File: src/rtl/ps2_scan_decoder.sv
// PS/2 keyboard receiver: synchronises and deglitches the pins, deserialises 11-bit frames,
// and folds E0/F0 prefixes into a single {extended, scan} event with make/break pulses.
module ps2_scan_decoder #(
    parameter int FILTER_LEN     = 4,
    parameter int TIMEOUT_CYCLES = 50000,
    parameter int SYNC_STAGES    = 2
) (
    input  logic       clk,
    input  logic       reset,
    input  logic       ps2_clk,
    input  logic       ps2_dat,
    output logic [8:0] key_code,
    output logic       make,
    output logic       breakk,
    output logic       valid,
    output logic       frame_err
);

    // state  | meaning
    // IDLE   | waiting for a start bit (dat=0 on a falling edge)
    // DATA   | shifting in 8 data bits, LSB first
    // PARITY | sampling the odd-parity bit
    // STOP   | checking the stop bit, accepting or rejecting the byte
    typedef enum logic [1:0] {IDLE, DATA, PARITY, STOP} state_t;

    localparam int FCNT_W = $clog2(FILTER_LEN + 1);
    localparam int WD_W   = $clog2(TIMEOUT_CYCLES + 1);
    localparam logic [FCNT_W-1:0] FCNT_MAX = FCNT_W'(FILTER_LEN - 1);
    localparam logic [WD_W-1:0]   WD_MAX   = WD_W'(TIMEOUT_CYCLES - 1);

    logic [SYNC_STAGES-1:0] clk_sync, dat_sync;
    logic                   sync_clk, sync_dat;
    logic                   filt_clk;
    logic [FCNT_W-1:0]      filt_cnt;
    logic                   fall;
    logic [WD_W-1:0]        wd_cnt;
    logic                   timeout;
    state_t                 state_q, state_d;
    logic [2:0]             bit_cnt;
    logic [7:0]             shift_reg;
    logic                   par_ok;
    logic                   byte_ok, err_d;
    logic                   ext, brk;

    assign sync_clk = clk_sync[SYNC_STAGES-1];
    assign sync_dat = dat_sync[SYNC_STAGES-1];

    // Idle bus is high, so synchronisers and filter come out of reset at 1.
    always_ff @(posedge clk or posedge reset) begin
        if (reset) begin
            clk_sync <= '1;
            dat_sync <= '1;
            filt_clk <= 1'b1;
            filt_cnt <= '0;
        end else begin
            clk_sync <= {clk_sync[SYNC_STAGES-2:0], ps2_clk};
            dat_sync <= {dat_sync[SYNC_STAGES-2:0], ps2_dat};
            if (sync_clk != filt_clk) begin
                if (filt_cnt == FCNT_MAX) begin
                    filt_clk <= sync_clk;
                    filt_cnt <= '0;
                end else begin
                    filt_cnt <= filt_cnt + 1'b1;
                end
            end else begin
                filt_cnt <= '0;
            end
        end
    end

    assign fall    = filt_clk && !sync_clk && (filt_cnt == FCNT_MAX);
    assign timeout = (state_q != IDLE) && (wd_cnt == WD_MAX);

    always_ff @(posedge clk or posedge reset) begin
        if (reset) begin
            state_q <= IDLE;
        end else begin
            state_q <= state_d;
        end
    end

    // Watchdog expiry takes priority over a simultaneous edge; the frame restarts on a later fall.
    always_comb begin
        state_d = state_q;
        byte_ok = 1'b0;
        err_d   = 1'b0;
        if (timeout) begin
            state_d = IDLE;
            err_d   = 1'b1;
        end else if (fall) begin
            case (state_q)
                IDLE:    if (!sync_dat) state_d = DATA;
                DATA:    if (bit_cnt == 3'd7) state_d = PARITY;
                PARITY:  state_d = STOP;
                STOP: begin
                    state_d = IDLE;
                    if (sync_dat && par_ok) byte_ok = 1'b1;
                    else                    err_d   = 1'b1;
                end
                default: state_d = IDLE;
            endcase
        end
    end

    always_ff @(posedge clk or posedge reset) begin
        if (reset) begin
            wd_cnt    <= '0;
            bit_cnt   <= '0;
            shift_reg <= '0;
            par_ok    <= 1'b0;
        end else begin
            if (state_q == IDLE || fall) begin
                wd_cnt <= '0;
            end else if (wd_cnt != WD_MAX) begin
                wd_cnt <= wd_cnt + 1'b1;
            end
            if (fall && !timeout) begin
                case (state_q)
                    IDLE:    bit_cnt <= '0;
                    DATA: begin
                        shift_reg <= {sync_dat, shift_reg[7:1]};
                        bit_cnt   <= bit_cnt + 1'b1;
                    end
                    PARITY:  par_ok <= ^{sync_dat, shift_reg};
                    default: ;
                endcase
            end
        end
    end

    always_ff @(posedge clk or posedge reset) begin
        if (reset) begin
            key_code  <= '0;
            make      <= 1'b0;
            breakk    <= 1'b0;
            valid     <= 1'b0;
            frame_err <= 1'b0;
            ext       <= 1'b0;
            brk       <= 1'b0;
        end else begin
            make      <= 1'b0;
            breakk    <= 1'b0;
            valid     <= 1'b0;
            frame_err <= err_d;
            if (err_d) begin
                ext <= 1'b0;
                brk <= 1'b0;
            end else if (byte_ok) begin
                case (shift_reg)
                    8'hE0:   ext <= 1'b1;
                    8'hF0:   brk <= 1'b1;
                    default: begin
                        key_code <= {ext, shift_reg};
                        valid    <= 1'b1;
                        make     <= ~brk;
                        breakk   <= brk;
                        ext      <= 1'b0;
                        brk      <= 1'b0;
                    end
                endcase
            end
        end
    end

endmodule

File: config.mk
export PLATFORM = sky130hd
export DESIGN_NAME = ps2_scan_decoder
export DESIGN_NICKNAME = d
export VERILOG_FILES = /design/src/rtl/ps2_scan_decoder.sv
export SDC_FILE = /design/constraint.sdc
export NUM_CORES = 1
export LEC_CHECK = 0
export CAP_MARGIN = 20
export CORE_UTILIZATION = 53
export DETAILED_ROUTE_END_ITERATION = 7
export GPL_TIMING_DRIVEN = 0
export PLACE_DENSITY_LB_ADDON = 0.2
export REMOVE_ABC_BUFFERS = 1
export SLEW_MARGIN = 20
export SYNTH_ARGS = -nofsm -noshare
export SYNTH_HDL_FRONTEND = slang
export SYNTH_SLANG_ARGS = --single-unit
export TNS_END_PERCENT = 1
File: constraint.sdc
create_clock -name clk -period 2.34 [get_ports clk]
set_input_delay 0.468 -clock clk [delete_from_list [all_inputs] [get_ports clk]]
set_output_delay 0.468 -clock clk [all_outputs]
set_load 0.01 [all_outputs]
==> results.cfg, run 1 <==
[place]
detailedPlacementHpwl_um = 2850
count_of_buffers_inserted_at_the_top_level_ports = 16
final_weighted_congestion_in_routability_driven_placement = 0.768
pre_cts_slack_ns = -0.268
dpl_cell_area_sq_um = 2780
numPlacedInstances = 287

[floorplanning]
fp-row-count = 24
core-area_sq_um = 4500
initial_core_utilization_pct = 57.0
die_outline_area_sq_um = 5130
die_h_um = 71.6
top_level_i_o_count = 17
die-width_um = 71.6

[synthesis]
seq_area_frac_synth_pct = 51.9
postSynth.topFlopCell = dfrtp_1
ys_async_sr_fraction_pct = 100
synth_cell_type_count = 43
netlist_area_sq_um = 2570
synthDominantAreaCellType = dfrtp_1
synthTopCellsByArea = dfrtp_1, ha_1, dfstp_2
yosysWarnings = 0
ys_seq_elements = 53
syn_area_per_cell_sq_um = 11.5
post_synth_edffs = 0
gate_count_after_technology_mapping = 224
synth_top_area_share_pct = 46.8

[clocking]
numClockSinks = 53
clock_tree_buffer_depth = 2
clockRootBuffer = clkbuf_8
htree_num_levels = 2
latest_clock_arrival_within_the_worst_skew_pair_ns = 0.31
cts-buffers-inserted = 5
cts_hold_buffers = 0
clkSlewWorstSetupHoldPaths_ns = 0.10
tritoncts = yes

[timing]
worst_margin_slew_ns = 0.708
unrepaired_setup_endpoints_after_global_routing = no
period_minus_slack_ns = 2.25
fin_worst_skew_ns = 0.00641
setup_tns_final_ns = 0
final_setup_violations = 0
clock.fmax_mhz = 444
worst_hold_slack_ns = 0.359
final_worst_setup_slack_ns = 0.0887
final_min_period_over_clock_period_pct = 96.2
report.final.hold_viol_count = 0
slew-limit-headroom_pct = 52.7
report.final.slew_viol_count = 0

[worst_hold_path]
hold_path.class = reg -> reg

[route]
drt_first_iter_violations = 50
remaining_drc_errors = 0
wire_per_inst_um = 13.8
drt.antenna.violating_nets = 0
finalWirelength_um = 4160
detail_route.vias_per_cell = 5.67
drtPass1Iterations = 4
vias = 1713

[worst_setup_path]
critPathArrivalTime_ns = 2.45
req_time_crit_path_ns = 2.54
worst-setup-path-type = reg -> reg
worst_setup_path_start_kind = flop
cp_max_fo = 12
cp_cell_sequence = or3_1 -> or4_4 -> o21ai_4 -> buf_12 -> mux2_2
worst_r2r_startpoint = wd_cnt[11]$_DFFE_PP0P_
critical_path.slowest_cell = or4_4
worstSetupStartpoint = wd_cnt[11]$_DFFE_PP0P_
regToRegSetupSlack_ns = 0.09
r2r.worst_path.cells = 5
cp-endpoint = key_code[6]$_DFFE_PP0P_
crit_path_max_incr_delay_ns = 0.63
endpoint_kind = flop
crit-reg2reg-capture = key_code[6]$_DFFE_PP0P_

[grt]
wire_length_of_the_first_global_routing_pass_um = 7410
grt_remaining_overflow = 0
antenna_found_initial = 0
first_global_vias = 1716
groute.usage.overall_pct = 18.6
pin_count_of_the_biggest_net_entering_global_routing = 34

[run]
max-cap-violations = 0

[layout]
postLayoutCellArea_sq_um = 2990
share_of_post_route_cells_with_drive_strength_above_1_pct = 14.4
layout_common_cells = dfrtp_1, clkdlybuf4s50_1, ha_1
synth_to_layout_area_growth_pct = 16.6
final_nets = 268
antenna-diode-count = 0
most_common_cell_after_layout_fill_and_taps_aside = dfrtp_1
largest_register_ff_count = 16
layout.cells.non_filler = 302
number_of_filler_instances_in_the_final_layout = 376
finish.utilization_pct = 66.4

[power_and_ir_drop]
fin_total_pwr_mw = 1.95
cellPowerDensity_nw_per_um2 = 652
worst_ir_drop_vdd_v = 0.000322
leakage_power_of_the_design_nw = 1.32

[run_status]
status = finished clean
-- worst max-delay path: cells and delay by family, from the launching register on --
kind / cells / cell delay, ns
AO/OA/AOI/OAI: 1 / 0.19
buffers and inverters: 1 / 0.15
flip-flops: 1 / 0.44
multiplexers: 1 / 0.33
AND/OR/NAND/NOR: 2 / 1.03
-- cell families after synthesis --
| family | synth area share [%] |
|---|---|
| xor gates and xnor gates | 3.75 |
| DFF | 51.9 |
| buffers and inverters | 3.22 |
| adders and majority gates | 7.31 |
| AOI/OAI and AO/OA | 7.94 |
| and+or+nand+nor | 17.3 |
| muxes | 8.53 |
-- cell usage after synthesis, drive strengths merged, types with 3 or more instances --
| library cell | instances |
|---|---|
| mux2 | 14 |
| mux2i | 5 |
| and3 | 3 |
| xnor2 | 6 |
| dfstp | 5 |
| nand4 | 7 |
| dfrtp | 48 |
| nand4bb | 3 |
| or3 | 8 |
| buf | 3 |
| inv | 11 |
| clkbuf | 3 |
| nand2 | 13 |
| ha | 15 |
| a21oi | 11 |
| nand3 | 8 |
| nand2b | 4 |
| nor3 | 4 |
| o21ai | 8 |
| xor2 | 5 |
| or4 | 3 |
| nor2 | 13 |
-- where the power goes --
group / internal [mW] / switching (mW)
clock network: 0.425 / 0.296
logic: 0.0878 / 0.142
registers: 0.969 / 0.0331
total: 1.48 / 0.471
-- layout make-up --
cell class	instances	area [sq um]	area share, %
clock buffers	5	68.8	2.30
multi-input cells	154	1170	39.0
repair buffers	24	253	8.44
inverters	11	41.3	1.38
clock inverters	3	65.1	2.17
flip-flops and latches	53	1330	44.6
well taps	52	65.1	2.17
-- worst min-delay path by stage --
stage                                startpoint                    end  slack [ns]  cells past startpoint
final                     dat_sync[0]$_DFF_PP1_  dat_sync[1]$_DFF_PP1_        0.36                      0
after global routing      clk_sync[0]$_DFF_PP1_  clk_sync[1]$_DFF_PP1_        0.37                      0
after floorplan           clk_sync[0]$_DFF_PP1_  clk_sync[1]$_DFF_PP1_        0.35                      0
after global placement    clk_sync[0]$_DFF_PP1_  clk_sync[1]$_DFF_PP1_        0.35                      0
after detailed placement  dat_sync[0]$_DFF_PP1_  dat_sync[1]$_DFF_PP1_        0.35                      0
after CTS                 dat_sync[0]$_DFF_PP1_  dat_sync[1]$_DFF_PP1_        0.36                      0
-- metal layers --
metal	global-route usage, %	vias to the layer above	share of wire, %	wire length [um]
li1	-	845	-	-
met1	23.1	836	47	1940
met2	31.6	27	50	2070
met3	3.38	5	2.3	94
met4	8.71	0	1.4	57
met5	0	-	0	0
-- what timing repair did --
item	in CTS	in global routing
endpoints found under the hold margin	0	0
pin swaps	1	1
setup endpoints to repair	13	12
gates resized for setup	2	2
buffers inserted	1	6
(Power assumes the default switching activity.)
==> run 2: changes to the inputs <==
HOLD_SLACK_MARGIN = 0.03   (was not set)
==> results of run 2 <==
Same layout as run 1: the final DEF is identical, and so are final timing and power.
==> run 3: changes to the inputs <==
ABC_AREA = 1   (was not set)
CORE_ASPECT_RATIO = 0.75   (was not set)
==> run 3 against run 2 <==
- register-to-register slack better by 0.43 ns
- largest cell class unchanged
- final cell count up 24%
- core utilization down 2.7 points
==> results.cfg, run 3 <==
[floorplanning]
die-width_um = 83.8
fp-row-count = 21
die_outline_area_sq_um = 5300
top_level_i_o_count = 17
initial_core_utilization_pct = 57.5
die_h_um = 63.3
core-area_sq_um = 4620

[place]
detailedPlacementHpwl_um = 3230
count_of_buffers_inserted_at_the_top_level_ports = 16
numPlacedInstances = 366
final_weighted_congestion_in_routability_driven_placement = 0.810

[worst_hold_path]
hold_path.class = reg -> reg
timing.hold.worst_path_depth = 0

[synthesis]
synth_top_area_share_pct = 45.2
synthTopCellsByArea = dfrtp_1, nand2_1, ha_1
synthDominantAreaCellType = dfrtp_1
yosysWarnings = 0
synth_cell_type_count = 34
ys_async_sr_fraction_pct = 100
post_synth_edffs = 0
gate_count_after_technology_mapping = 296
ys_seq_elements = 53
synth.most_common_cell = nand2_1
seq_area_frac_synth_pct = 50.1
syn_area_per_cell_sq_um = 8.98
synth.cells.most_frequent = nand2_1, dfrtp_1, inv_1
postSynth.topFlopCell = dfrtp_1
netlist_area_sq_um = 2660

[power_and_ir_drop]
p_sw_mw = 0.590
power.sequential.fraction_pct = 53.6
pwr-share-comb_pct = 19.6
internal_mw = 1.31
netSwitchingFraction_pct = 31.1
worst_ir_drop_vdd_v = 0.000550
fin_total_pwr_mw = 1.90
cellPowerDensity_nw_per_um2 = 644
pwr-share-clk_pct = 26.8
leakage_power_of_the_design_nw = 1.34

[route]
drt.antenna.violating_nets = 0
wire_per_inst_um = 11.7
remaining_drc_errors = 0
finalWirelength_um = 4360
drtPass1Iterations = 4
vias = 1898
detail_route.vias_per_cell = 5.07
drt_first_iter_violations = 126

[layout]
multi_input_area_sq_um = 1100
finish.utilization_pct = 63.7
final_nets = 335
synth_to_layout_area_growth_pct = 10.9
largest_register_ff_count = 16
antenna-diode-count = 0
seq_area_sq_um = 1330
layout_common_cells = nand2_1, dfrtp_1, inv_1
share_of_post_route_cells_with_drive_strength_above_1_pct = 13.2
most_common_cell_after_layout_fill_and_taps_aside = nand2_1
layout.cells.non_filler = 374
number_of_filler_instances_in_the_final_layout = 420

[clocking]
cts_hold_buffers = 0
tritoncts = yes
post-cts-setup-buffer-count = 0
clock_tree_buffer_depth = 2
numClockSinks = 53
post_cts_resized = 0
latest_clock_arrival_within_the_worst_skew_pair_ns = 0.31
clkSlewWorstSetupHoldPaths_ns = 0.09
htree_num_levels = 2
clockRootBuffer = clkbuf_8
cts-buffers-inserted = 5

[worst_setup_path]
worst_setup_path_start_kind = flop
crit_path_max_incr_delay_ns = 0.54
r2r.worst_path.cells = 7
critPathArrivalTime_ns = 2.03
endpoint_kind = flop
crit_top_cell = inv_1
cp_max_fo = 12
req_time_crit_path_ns = 2.54
worst-setup-path-type = reg -> reg
critical_path.slowest_cell = dfstp_2
critical_path_cell_count = 7
timing.critical_path.max_delay_family = simple AND/OR/NAND/NOR gates
path_buf_inv = 3
cp_cell_sequence = ha_1 -> inv_1 -> nor2_4 -> inv_1 -> nand2_1 -> inv_1 -> and3_1

[grt]
first_global_vias = 1813
groute.usage.overall_pct = 19.1
grt_remaining_overflow = 0
pin_count_of_the_biggest_net_entering_global_routing = 35
antenna_found_initial = 0
wire_length_of_the_first_global_routing_pass_um = 8010

[timing]
final_setup_violations = 0
final_min_period_over_clock_period_pct = 77.9
report.final.slew_viol_count = 0
fin_worst_skew_ns = 0.00299
worst_margin_slew_ns = 0.423
unrepaired_setup_endpoints_after_global_routing = no
period_minus_slack_ns = 1.82
clock.fmax_mhz = 549
report.final.hold_viol_count = 0
slew-limit-headroom_pct = 71.7

[run_status]
status = finished clean

[run]
max-cap-violations = 0
run 3: final timing paths:
check	startpoint	endpoint	slack (ns)
worst max-delay path	filt_clk$_DFFE_PP1P_	wd_cnt[11]$_DFFE_PP0P_	0.52
worst min-delay path	dat_sync[0]$_DFF_PP1_	dat_sync[1]$_DFF_PP1_	0.36
worst max register to register	filt_clk$_DFFE_PP1P_	wd_cnt[11]$_DFFE_PP0P_	0.52
worst min register to register	dat_sync[0]$_DFF_PP1_	dat_sync[1]$_DFF_PP1_	0.36
max in group asynchronous	reset	dat_sync[0]$_DFF_PP1_	1.28
min in group asynchronous	reset	breakk$_DFF_PP0_	0.47
run 3: layout make-up:
| type | count | area share (%) |
|---|---|---|
| Timing Repair Buffer | 17 | 6.11 |
| Tap cell | 57 | 2.42 |
| Clock buffer | 7 | 2.59 |
| Inverter | 47 | 6.03 |
| Sequential cell | 53 | 45.2 |
| Clock inverter | 1 | 0.255 |
| Multi-Input combinational cell | 192 | 37.4 |
run 3: cell families (layout without fill, tap and decap cells):
kind of cell    Yosys count  count (layout)  share of synthesized area (%)
buf+inv                  51              72                           8.43
xor+xnor                  4               4                           1.32
flops                    53              53                           50.1
simple gates            130             130                           23.4
compound gates           43              43                           9.65
fa+ha+maj                15              15                           7.06
run 3: metrics by stage:
step	worst slack, ns	hold slack, ns	instance area, sq um	setup TNS, ns
final	0.517	0.360	2950	0
after global routing	0.298	0.365	2950	0
after CTS	0.516	0.361	2950	0
after detailed placement	0.543	0.347	2860	0
after global placement	-0.390	0.347	2840	-18.57
after floorplan	0.594	0.345	2610	0
run 3: routing by layer:
metal	GRT usage, %	wire [um]	up-vias
li1	-	-	972
met1	27.2	2310	887
met2	28.7	1840	30
met3	4.72	147	9
met4	6.78	72	0
met5	0	0	-
run 3: power groups by stage:
stage | sequential [mW] | combinational [mW] | clock [mW]
2_1_floorplan | 1.03 | 0.282 | 0
3_3_place_gp | 1.03 | 0.352 | 0
3_5_place_dp | 1.04 | 0.372 | 0
4_1_cts | 1.02 | 0.379 | 0.519
5_1_grt | 1.03 | 0.441 | 0.558
6_report | 1.02 | 0.372 | 0.509
